File: src/rtl/gray2bin_sync.sv
// Synchronises a Gray-coded pointer from another clock domain, converts it to binary and
// reports changes, step size and illegal multi-bit steps (checker built only with GRAY_STEP_CHK_EN).
module gray2bin_sync #(
    parameter int WIDTH       = 8,
    parameter int SYNC_STAGES = 2,
    parameter int ERR_CNT_W   = 4
) (
    input  logic                 sys_clk,
    input  logic                 sys_rst_n,
    input  logic [WIDTH-1:0]     addr_gray,
    input  logic                 err_clr,
    output logic [WIDTH-1:0]     addr,
    output logic                 addr_vld,
    output logic [WIDTH-1:0]     delta,
    output logic                 step_err,
    output logic [ERR_CNT_W-1:0] err_cnt
);

    localparam int                FILL_W    = $clog2(SYNC_STAGES + 2);
    localparam logic [FILL_W-1:0] FILL_DONE = FILL_W'(SYNC_STAGES + 1);

    logic [SYNC_STAGES-1:0][WIDTH-1:0] sync_q;
    logic [WIDTH-1:0]                  s_last;
    logic [WIDTH-1:0]                  prev_gray_q;
    logic [WIDTH-1:0]                  addr_q, addr_d;
    logic [WIDTH-1:0]                  delta_q, delta_d;
    logic                              addr_vld_q, addr_vld_d;
    logic [FILL_W-1:0]                 fill_q, fill_d;
    logic                              primed;
    logic                              changed;

    function automatic logic [WIDTH-1:0] gray2bin(input logic [WIDTH-1:0] g);
        logic [WIDTH-1:0] b;
        b            = '0;
        b[WIDTH-1]   = g[WIDTH-1];
        for (int i = WIDTH - 2; i >= 0; i--) begin
            b[i] = b[i+1] ^ g[i];
        end
        return b;
    endfunction

    // Plain flop chain: index 0 takes the raw asynchronous input, nothing sits between stages.
    always_ff @(posedge sys_clk or negedge sys_rst_n) begin
        if (!sys_rst_n) begin
            sync_q <= '0;
        end else begin
            sync_q <= {sync_q[SYNC_STAGES-2:0], addr_gray};
        end
    end

    assign s_last = sync_q[SYNC_STAGES-1];

    // Until the chain has flushed a real sample into addr, change reporting is suppressed.
    always_comb begin
        primed     = (fill_q == FILL_DONE);
        fill_d     = primed ? fill_q : fill_q + 1'b1;
        changed    = (s_last != prev_gray_q);
        addr_d     = gray2bin(s_last);
        addr_vld_d = primed && changed;
        delta_d    = addr_vld_d ? (addr_d - addr_q) : '0;
    end

    always_ff @(posedge sys_clk or negedge sys_rst_n) begin
        if (!sys_rst_n) begin
            fill_q      <= '0;
            prev_gray_q <= '0;
            addr_q      <= '0;
            addr_vld_q  <= 1'b0;
            delta_q     <= '0;
        end else begin
            fill_q      <= fill_d;
            prev_gray_q <= s_last;
            addr_q      <= addr_d;
            addr_vld_q  <= addr_vld_d;
            delta_q     <= delta_d;
        end
    end

    assign addr     = addr_q;
    assign addr_vld = addr_vld_q;
    assign delta    = delta_q;

`ifdef GRAY_STEP_CHK_EN
    logic [WIDTH-1:0]     step_diff;
    logic                 multi_bit;
    logic                 step_err_q, step_err_d;
    logic [ERR_CNT_W-1:0] err_cnt_q, err_cnt_d;

    // More than one bit set iff clearing the lowest set bit leaves something behind.
    always_comb begin
        step_diff  = s_last ^ prev_gray_q;
        multi_bit  = ((step_diff & (step_diff - 1'b1)) != '0);
        step_err_d = primed && multi_bit;
        err_cnt_d  = err_cnt_q;
        if (err_clr) begin
            err_cnt_d = ERR_CNT_W'(step_err_d);
        end else if (step_err_d && (err_cnt_q != '1)) begin
            err_cnt_d = err_cnt_q + 1'b1;
        end
    end

    always_ff @(posedge sys_clk or negedge sys_rst_n) begin
        if (!sys_rst_n) begin
            step_err_q <= 1'b0;
            err_cnt_q  <= '0;
        end else begin
            step_err_q <= step_err_d;
            err_cnt_q  <= err_cnt_d;
        end
    end

    assign step_err = step_err_q;
    assign err_cnt  = err_cnt_q;
`else
    logic unused_err_clr;

    assign unused_err_clr = err_clr;
    assign step_err       = 1'b0;
    assign err_cnt        = '0;
`endif

endmodule

File: config.mk
export PLATFORM = sky130hd
export DESIGN_NAME = gray2bin_sync
export DESIGN_NICKNAME = d
export VERILOG_FILES = /design/src/rtl/gray2bin_sync.sv
export SDC_FILE = /design/constraint.sdc
export NUM_CORES = 1
export LEC_CHECK = 0
export CORE_ASPECT_RATIO = 1.4
export CORE_MARGIN = 2
export CORE_UTILIZATION = 40
export DETAILED_ROUTE_END_ITERATION = 10
export SETUP_SLACK_MARGIN = 0.1
export SYNTH_ARGS = -nofsm -noshare
export SYNTH_HDL_FRONTEND = slang
export SYNTH_SLANG_ARGS = --single-unit
File: constraint.sdc
create_clock -name sys_clk -period 4.25 [get_ports sys_clk]
set_input_delay 0.6375 -clock sys_clk [delete_from_list [all_inputs] [get_ports sys_clk]]
set_output_delay 0.6375 -clock sys_clk [all_outputs]
set_load 0.05 [all_outputs]
After elaboration in Yosys (flattened, before gate mapping)

Cells that the tools add are included.

Output and inout bits: 22
Bits in registers: 43
Logic and storage cells: 20

Bitwise gates (word level): 7
Add/subtract/negate cells: 2
Reductions and logical operators: 1
Eq/ne operators: 2
Mux-type cells: 1

Operators with widths:

| operator            | count |
|---|---|
| $mux 8              | 1 |
| $ne 8x8->1          | 1 |
| $sub 8x8->8         | 1 |
| $xor 1x1->1         | 7 |
| $add 2x1->2 const B | 1 |
| $eq 2x2->1 const B  | 1 |
| $logic_and 1x1->1   | 1 |

Logic depth before layout (Yosys ltp)

Gate-level depths: netlist of the first run.

Depth in word-level cells: 9
Mapped depth: 12
Gate-level depth less buffers: 12

Worst setup path after synthesis of the first run

OpenSTA, ideal clock, no wires.

Path kind: flip-flop to flip-flop
Start point: register sync_q (netlist bit s_last[6])
End point: register delta_q[7] (netlist: delta[7])
Setup time: 80 ps
Data required time: 4170 ps
Slack: 1155 ps
Stages on the path, launching flop included: 12
Buffers on the path: 0
Arrival time: 3015 ps
Path through: dfrtp_1 -> xor2_2 -> xnor2_2 -> xor2_2 -> xor3_2 -> inv_1 -> ha_1 -> nor2b_1 -> o2111ai_1 -> nand3b_1 -> or4b_2 -> a21oi_1

Word-level cells in the longest chain between the ends: 9
Elaborated cells on any way between the ends: 11
Those cells by class: 1 x add/sub; 1 x eq/ne; 1 x mux; 7 x bitwise; 1 x reduce/logical

Ends and longest elaborated chain:

| what                       | line | RTL |
|---|---|---|
| start: declaration         | 22   | `logic [SYNC_STAGES-1:0][WIDTH-1:0] sync_q;` |
| start signal: assignment   | 47   | `sync_q <= {sync_q[SYNC_STAGES-2:0], addr_gray};` |
| $xor 1x1->1 *              | 37   | `b[i] = b[i+1] ^ g[i];` |
| named net addr_d[6]        | 25   | `logic [WIDTH-1:0] addr_q, addr_d;` |
| $xor 1x1->1 * (5 in a row) | 37   |  |
| named net addr_d[1]        | 25   |  |
| $xor 1x1->1                | 37   |  |
| $sub 8x8->8 *              | 60   | `delta_d = addr_vld_d ? (addr_d - addr_q) : '0;` |
| $mux 8 *                   | 60   |  |
| named net delta_d[7]       | 26   | `logic [WIDTH-1:0] delta_q, delta_d;` |
| end signal: assignment     | 75   | `delta_q <= delta_d;` |
| end: declaration           | 26   |  |

The timed path passes the listed nets; every way through them passes the cells marked *.
A chain may end at the register's enable or synchronous reset.

Worst setup path in the final report of the first run

Ends and elaborated chain as after synthesis.

==> results.json, run 1 <==
{
  "critPathSlowestCell": "or4b_2",
  "netlist_area_mm2": 0.00173,
  "reg2regPathDepth": 11,
  "chipWidth_um": 59.6,
  "netlist_instances": 130,
  "yosysSeqAreaShare_pct": 60.6,
  "report.final.slew_viol_count": 0,
  "cts_buffers": 5,
  "die_area_mm2": 0.00488,
  "place.gp.congestion": 0.653,
  "start_util_pct": 41.2,
  "synth_top_area_cell": "dfrtp_1",
  "drt_first_pass_iters": 2,
  "syn_avg_cell_area_um2": 13.3,
  "grt_pass1_vias": 986,
  "synth_top_area_share_pct": 60.6,
  "die_h_um": 81.9,
  "synth_seq_cells": 42,
  "worstHoldPathCells": 0,
  "drtIter0Drc": 21,
  "ys_top_cells_by_area": "dfrtp_1 (61%), xnor2_1 (6.6%), ha_1 (6.5%)",
  "drc": 0,
  "nFillCells": 387,
  "fp-row-count": 28,
  "antenna_cells": 0,
  "cp_max_fo": 4,
  "rsz0062_at_grt": "no",
  "numPlacedInstances": 199,
  "fin_crit_ps": 3370,
  "status": "completed",
  "total_power_w": 0.00135,
  "yosysMostFrequentCell": "dfrtp_1",
  "r2r-end": "delta[7]$_DFF_PN0_",
  "utilization_pct": 50.1,
  "tns_ps": 0,
  "crit-reg2reg-launch": "s_last[6]$_DFF_PN0_",
  "ctsResizeCount": 0,
  "final_antenna_net_count": 0,
  "synthToLayoutAreaGrowth_pct": 21.4,
  "p_per_area_mw_per_mm2": 642,
  "globalRoute.totalOverflow": 0,
  "clkTransAtPathRegs_ps": 80,
  "vias": 951,
  "cp_common_cell": "xor2_2",
  "layout-drive-gt1-share_pct": 9.88,
  "crit_path_max_incr_delay_ps": 650,
  "power.leakage_nw": 0.935,
  "critPathCaptureType": "register",
  "worstPathRequired_ps": 4470,
  "fin_crit_sh_pct": 79.4,
  "worstHoldStart": "sync_q[0]$_DFF_PN0_",
  "cts_hold_buffers": 0,
  "htree_num_levels": 2,
  "clock_sinks": 42,
  "cts_tree": "built",
  "routedWlPerCell_um": 12.0,
  "cp_cell_sequence": "xor2_2, xnor2_2, xor2_2, xor3_2, inv_1, ha_1, nor2b_1, o2111ai_1, nand3b_1, or4b_2, a21oi_1",
  "criticalPathCategory": "register to register",
  "vias_per_cell": 4.59,
  "max-clock-path-buffers": 2,
  "dp.final_hpwl_um": 1830,
  "ys_top_cells_by_count": "dfrtp_1 (42), xnor2_1 (13), inv_1 (10)",
  "routed_wl_um": 2480,
  "setup_viol": 0,
  "crit_arrival_ps": 3590,
  "hold-worst-slack_ps": 351,
  "synthFlopType": "dfrtp_1",
  "cp-start-kind": "register",
  "coreArea_mm2": 0.00420,
  "synth_cell_types": 30,
  "hold_violations": 0,
  "root_buffer": "clkbuf_8",
  "worstMarginPinSlew_ps": 885,
  "synth_edf_count": 0,
  "hold_end": "s_last[0]$_DFF_PN0_",
  "reg2reg_setup_slack_ps": 880,
  "cts_setup_buffers": 0,
  "layout.nets": 182,
  "max_freq_mhz": 296,
  "hp-class": "register to register",
  "irDropWorstVdd_v": 0.000242,
  "io_pins": 33,
  "grt_usage_pct": 12.3,
  "fin_cells": 207,
  "grt_pass1_wl_um": 4290,
  "synthArstFlopShare_pct": 100,
  "grt_max_degree": 43,
  "max_slew_margin_pct": 41.0,
  "clk_latency_ps": 300,
  "clock_skew_ps": 2.31,
  "maxCapViolCount": 0,
  "antenna_found_initial": 0,
  "synth_warnings": 0,
  "port_buffers": 26
}
[sequential cells by signal, indices dropped and copies added, names as in the netlist]
name / flops
s_last: 8
prev_gray_q: 7
sync_q: 8
delta: 8
addr: 8
fill_q: 2
addr_vld: 1
[per-stage QoR]
step / cell area (um2) / setup WS (ps)
6_report: 2100 / 877
5_1_grt: 2100 / 648
4_1_cts: 2100 / 836
2_1_floorplan: 1750 / 1150
3_3_place_gp: 2010 / 903
3_5_place_dp: 2010 / 854
[logic make-up (layout without fill, tap and decap cells)]
logic type | after synthesis | in the layout | share of synthesized area (%)
multiplexers | 2 | 2 | 1.23
flip-flops | 42 | 42 | 60.6
buffers and inverters | 16 | 44 | 4.77
AO/OA/AOI/OAI | 14 | 14 | 4.62
XOR/XNOR | 20 | 20 | 12.8
AND/OR/NAND/NOR | 25 | 25 | 8.09
other | 1 | 5 | 0.216
adder cells (fa/ha/maj) | 10 | 10 | 7.65
[critical path, delay by kind of cell, from the launching register on]
| family | cells | cell delay [ps] |
|---|---|---|
| and+or+nand+nor | 3 | 940 |
| adders and majority gates | 1 | 220 |
| xor gates and xnor gates | 4 | 1200 |
| DFF | 1 | 430 |
| AOI/OAI and AO/OA | 2 | 390 |
| buffers and inverters | 1 | 110 |
[layout make-up]
| type | instances | area [um2] | share of cell area, % |
|---|---|---|---|
| clock buffer | 5 | 68.8 | 3.27 |
| timing repair buffer | 26 | 255 | 12.1 |
| multi-input combinational | 76 | 614 | 29.2 |
| inverter | 10 | 37.5 | 1.78 |
| sequential | 42 | 1050 | 49.9 |
| clock inverter | 3 | 21.3 | 1.01 |
| tap | 45 | 56.3 | 2.68 |
[layout by cell type (no fill, tap or decap), drive strengths merged, types with 5 or more instances in the layout]
master	count
xnor2	15
o21ai	6
ha	9
dfrtp	42
clkbuf	5
nor2	7
inv	10
clkdlybuf4s50	25
conb	5
[per-layer routing]
layer	track usage [%]	share of wire, %	up-vias
met2	22.2	53	22
met4	7.33	2.6	0
met1	12.1	40	448
li1	-	-	473
met3	3.78	4.4	8
met5	0	0	-
[where the power goes]
group          switching, W  internal [W]  total, W
clock              0.000138      0.000115  0.000253
combinational      0.000375      0.000227  0.000602
sequential        0.0000288      0.000468  0.000497
[worst max-delay path by stage]
stage | slack (ps) | start | cells past startpoint | end
6_report | 880 | s_last[6]$_DFF_PN0_ | 11 | delta[7]$_DFF_PN0_
5_1_grt | 650 | s_last[6]$_DFF_PN0_ | 11 | delta[7]$_DFF_PN0_
4_1_cts | 840 | s_last[6]$_DFF_PN0_ | 11 | delta[7]$_DFF_PN0_
3_5_place_dp | 850 | s_last[6]$_DFF_PN0_ | 11 | delta[7]$_DFF_PN0_
3_3_place_gp | 900 | s_last[6]$_DFF_PN0_ | 11 | delta[7]$_DFF_PN0_
2_1_floorplan | 1150 | s_last[6]$_DFF_PN0_ | 11 | delta[7]$_DFF_PN0_
No activity file was read; power rests on OpenSTA's default activity.
==> inputs of run 2 (changes only) <==
--- a/config.mk
+++ b/config.mk
@@ -9,6 +9,7 @@
 export CORE_MARGIN = 2
 export CORE_UTILIZATION = 40
 export DETAILED_ROUTE_END_ITERATION = 10
+export PLACE_DENSITY = 0.67
 export SETUP_SLACK_MARGIN = 0.1
 export SYNTH_ARGS = -nofsm -noshare
 export SYNTH_HDL_FRONTEND = slang
==> constraint.sdc (replaced) <==
create_clock -name sys_clk -period 2.9 [get_ports sys_clk]
set_input_delay 0.435 -clock sys_clk [delete_from_list [all_inputs] [get_ports sys_clk]]
set_output_delay 0.435 -clock sys_clk [all_outputs]
set_load 0.05 [all_outputs]
==> run 2 against run 1 <==
- the run now ends with setup timing left
- sequential share of layout area decreased by 2.3 points
- worst setup slack got worse by 980 ps
- worst hold slack got worse by 83 ps
- cell count up 4.3%
- clock-buffer cell count stayed put
- non-clock buffer count is 10 higher
- total power grew 53%
- critical path depth rose by 1
- maximum frequency grew 12%
- via count grew 9.5%
- core utilization is 2.4 points higher
- critical path type unchanged
- critical endpoint is now delta[6]$_DFF_PN0_
==> results.json, run 2 (synthesized netlist as in run 1, its figures left out) <==
{
  "clock_sinks": 42,
  "root_buffer": "clkbuf_8",
  "cp_max_fo": 4,
  "port_buffers": 26,
  "chipWidth_um": 59.6,
  "cts_hold_buffers": 0,
  "cp_cell_sequence": "xor2_2, xnor2_2, xor2_2, xor3_2, xor2_2, ha_2, fa_2, nor2b_2, o21a_1, o21ai_2, mux2i_1, a31oi_1",
  "cts_buffers": 5,
  "reg2regPathDepth": 12,
  "layout-drive-gt1-share_pct": 19.9,
  "power.leakage_nw": 0.989,
  "criticalPathCategory": "register to register",
  "final_antenna_net_count": 0,
  "placed_cell_area_mm2": 0.00210,
  "die_h_um": 81.9,
  "final_cell_mix": "dfrtp_1 (42), clkdlybuf4s50_1 (25), xnor2_1 (13), buf_4 (10), inv_1 (9)",
  "met2_usage_pct": 25.6,
  "dp.final_hpwl_um": 1960,
  "grt_pass1_vias": 1160,
  "grt_max_degree": 43,
  "utilization_pct": 52.5,
  "clk_latency_ps": 290,
  "final_common_cell": "dfrtp_1",
  "worstPathRequired_ps": 3040,
  "grt_usage_pct": 13.3,
  "fin_crit_sh_pct": 104,
  "layout_setup_ws_ps": -107,
  "hp-class": "input pin to asynchronous set/reset pin",
  "cts_tree": "built",
  "start_util_pct": 41.2,
  "pre_cts_ws_ps": -105,
  "top_usage_layer": "met2",
  "total_power_w": 0.00207,
  "met1_usage_pct": 11.6,
  "critPathSlowestCell": "dfrtp_1",
  "grt_use_met3_pct": 3.94,
  "irDropWorstVdd_v": 0.000386,
  "hold-worst-slack_ps": 268,
  "max_freq_mhz": 333,
  "routedWlPerCell_um": 12.4,
  "fin_crit_ps": 3010,
  "cp_common_cell": "xor2_2",
  "antenna_cells": 0,
  "cp-start-kind": "register",
  "fp-row-count": 28,
  "final_area_mm2": 0.00221,
  "setup_viol": 2,
  "drc": 0,
  "drtIter0Drc": 9,
  "globalRoute.totalOverflow": 0,
  "crit_arrival_ps": 3150,
  "hold_violations": 0,
  "worstMarginPinSlew_ps": 892,
  "place.gp.congestion": 0.730,
  "routed_wl_um": 2680,
  "p_per_area_mw_per_mm2": 939,
  "rsz0062_at_grt": "yes",
  "failed_checks": "setup timing",
  "vias_per_cell": 4.82,
  "die_area_mm2": 0.00488,
  "clkTransAtPathRegs_ps": 80,
  "status": "finished, violations left",
  "crit_path_max_incr_delay_ps": 410,
  "clock_skew_ps": 5.33,
  "grt_pass1_wl_um": 4710,
  "max-clock-path-buffers": 2,
  "vias": 1041,
  "synthToLayoutAreaGrowth_pct": 27.3,
  "maxCapViolCount": 0,
  "coreArea_mm2": 0.00420,
  "report.final.slew_viol_count": 0,
  "io_pins": 33,
  "drt_first_pass_iters": 2,
  "max_slew_margin_pct": 40.5,
  "htree_num_levels": 2,
  "layout.nets": 192,
  "antenna_found_initial": 0,
  "critPathCaptureType": "register"
}
## run 2: layer usage
metal | wire, um | up-vias
met3 | 126 | 7
met4 | 70 | 0
met5 | 0 | -
li1 | - | 493
met2 | 1570 | 26
met1 | 921 | 515
## run 2: cell type report
type	count	area (um2)
Multi-Input combinational cell	76	652
Clock buffer	5	68.8
Tap cell	45	56.3
Clock inverter	2	10.0
Sequential cell	42	1050
Timing Repair Buffer	36	330
Fill cell	379	2000
Inverter	10	37.5
## run 2: timing repair
item                       4_1_cts  5_1_grt
pin swaps                        0        0
resized for setup                3        1
buffers inserted                 1        0
setup endpoints to repair        3        4
## run 2: critical path: cells and delay by family (launching register included)
kind	cells	cell delay (ps)
compound gates	3	370
xor+xnor	5	1180
fa+ha+maj	2	550
flops	1	410
mux	1	200
simple gates	1	140
## run 2: through the flow
step / TNS, ps / instances
6_report: -144 / 216
5_1_grt: -397 / 216
4_1_cts: -123 / 216
3_5_place_dp: -192 / 208
3_3_place_gp: -18.3 / 208
2_1_floorplan: 0 / 134
## run 2: worst paths after layout
path | endpoint | startpoint | slack, ps
min in group sys_clk | s_last[5]$_DFF_PN0_ | sync_q[5]$_DFF_PN0_ | 350
worst max-delay path | delta[6]$_DFF_PN0_ | s_last[7]$_DFF_PN0_ | -110
worst min-delay path | addr[7]$_DFF_PN0_ | sys_rst_n | 270
max in group asynchronous | delta[0]$_DFF_PN0_ | sys_rst_n | 2070
worst max register to register | delta[6]$_DFF_PN0_ | s_last[7]$_DFF_PN0_ | -110
worst min register to register | s_last[5]$_DFF_PN0_ | sync_q[5]$_DFF_PN0_ | 350
## run 2: report_power, final
group | total (W) | internal [W] | leakage [nW] | switching, W
Sequential | 0.000728 | 0.000687 | 0.480 | 0.0000413
Clock | 0.000346 | 0.000161 | 0.0438 | 0.000185
Combinational | 0.000997 | 0.000404 | 0.465 | 0.000593
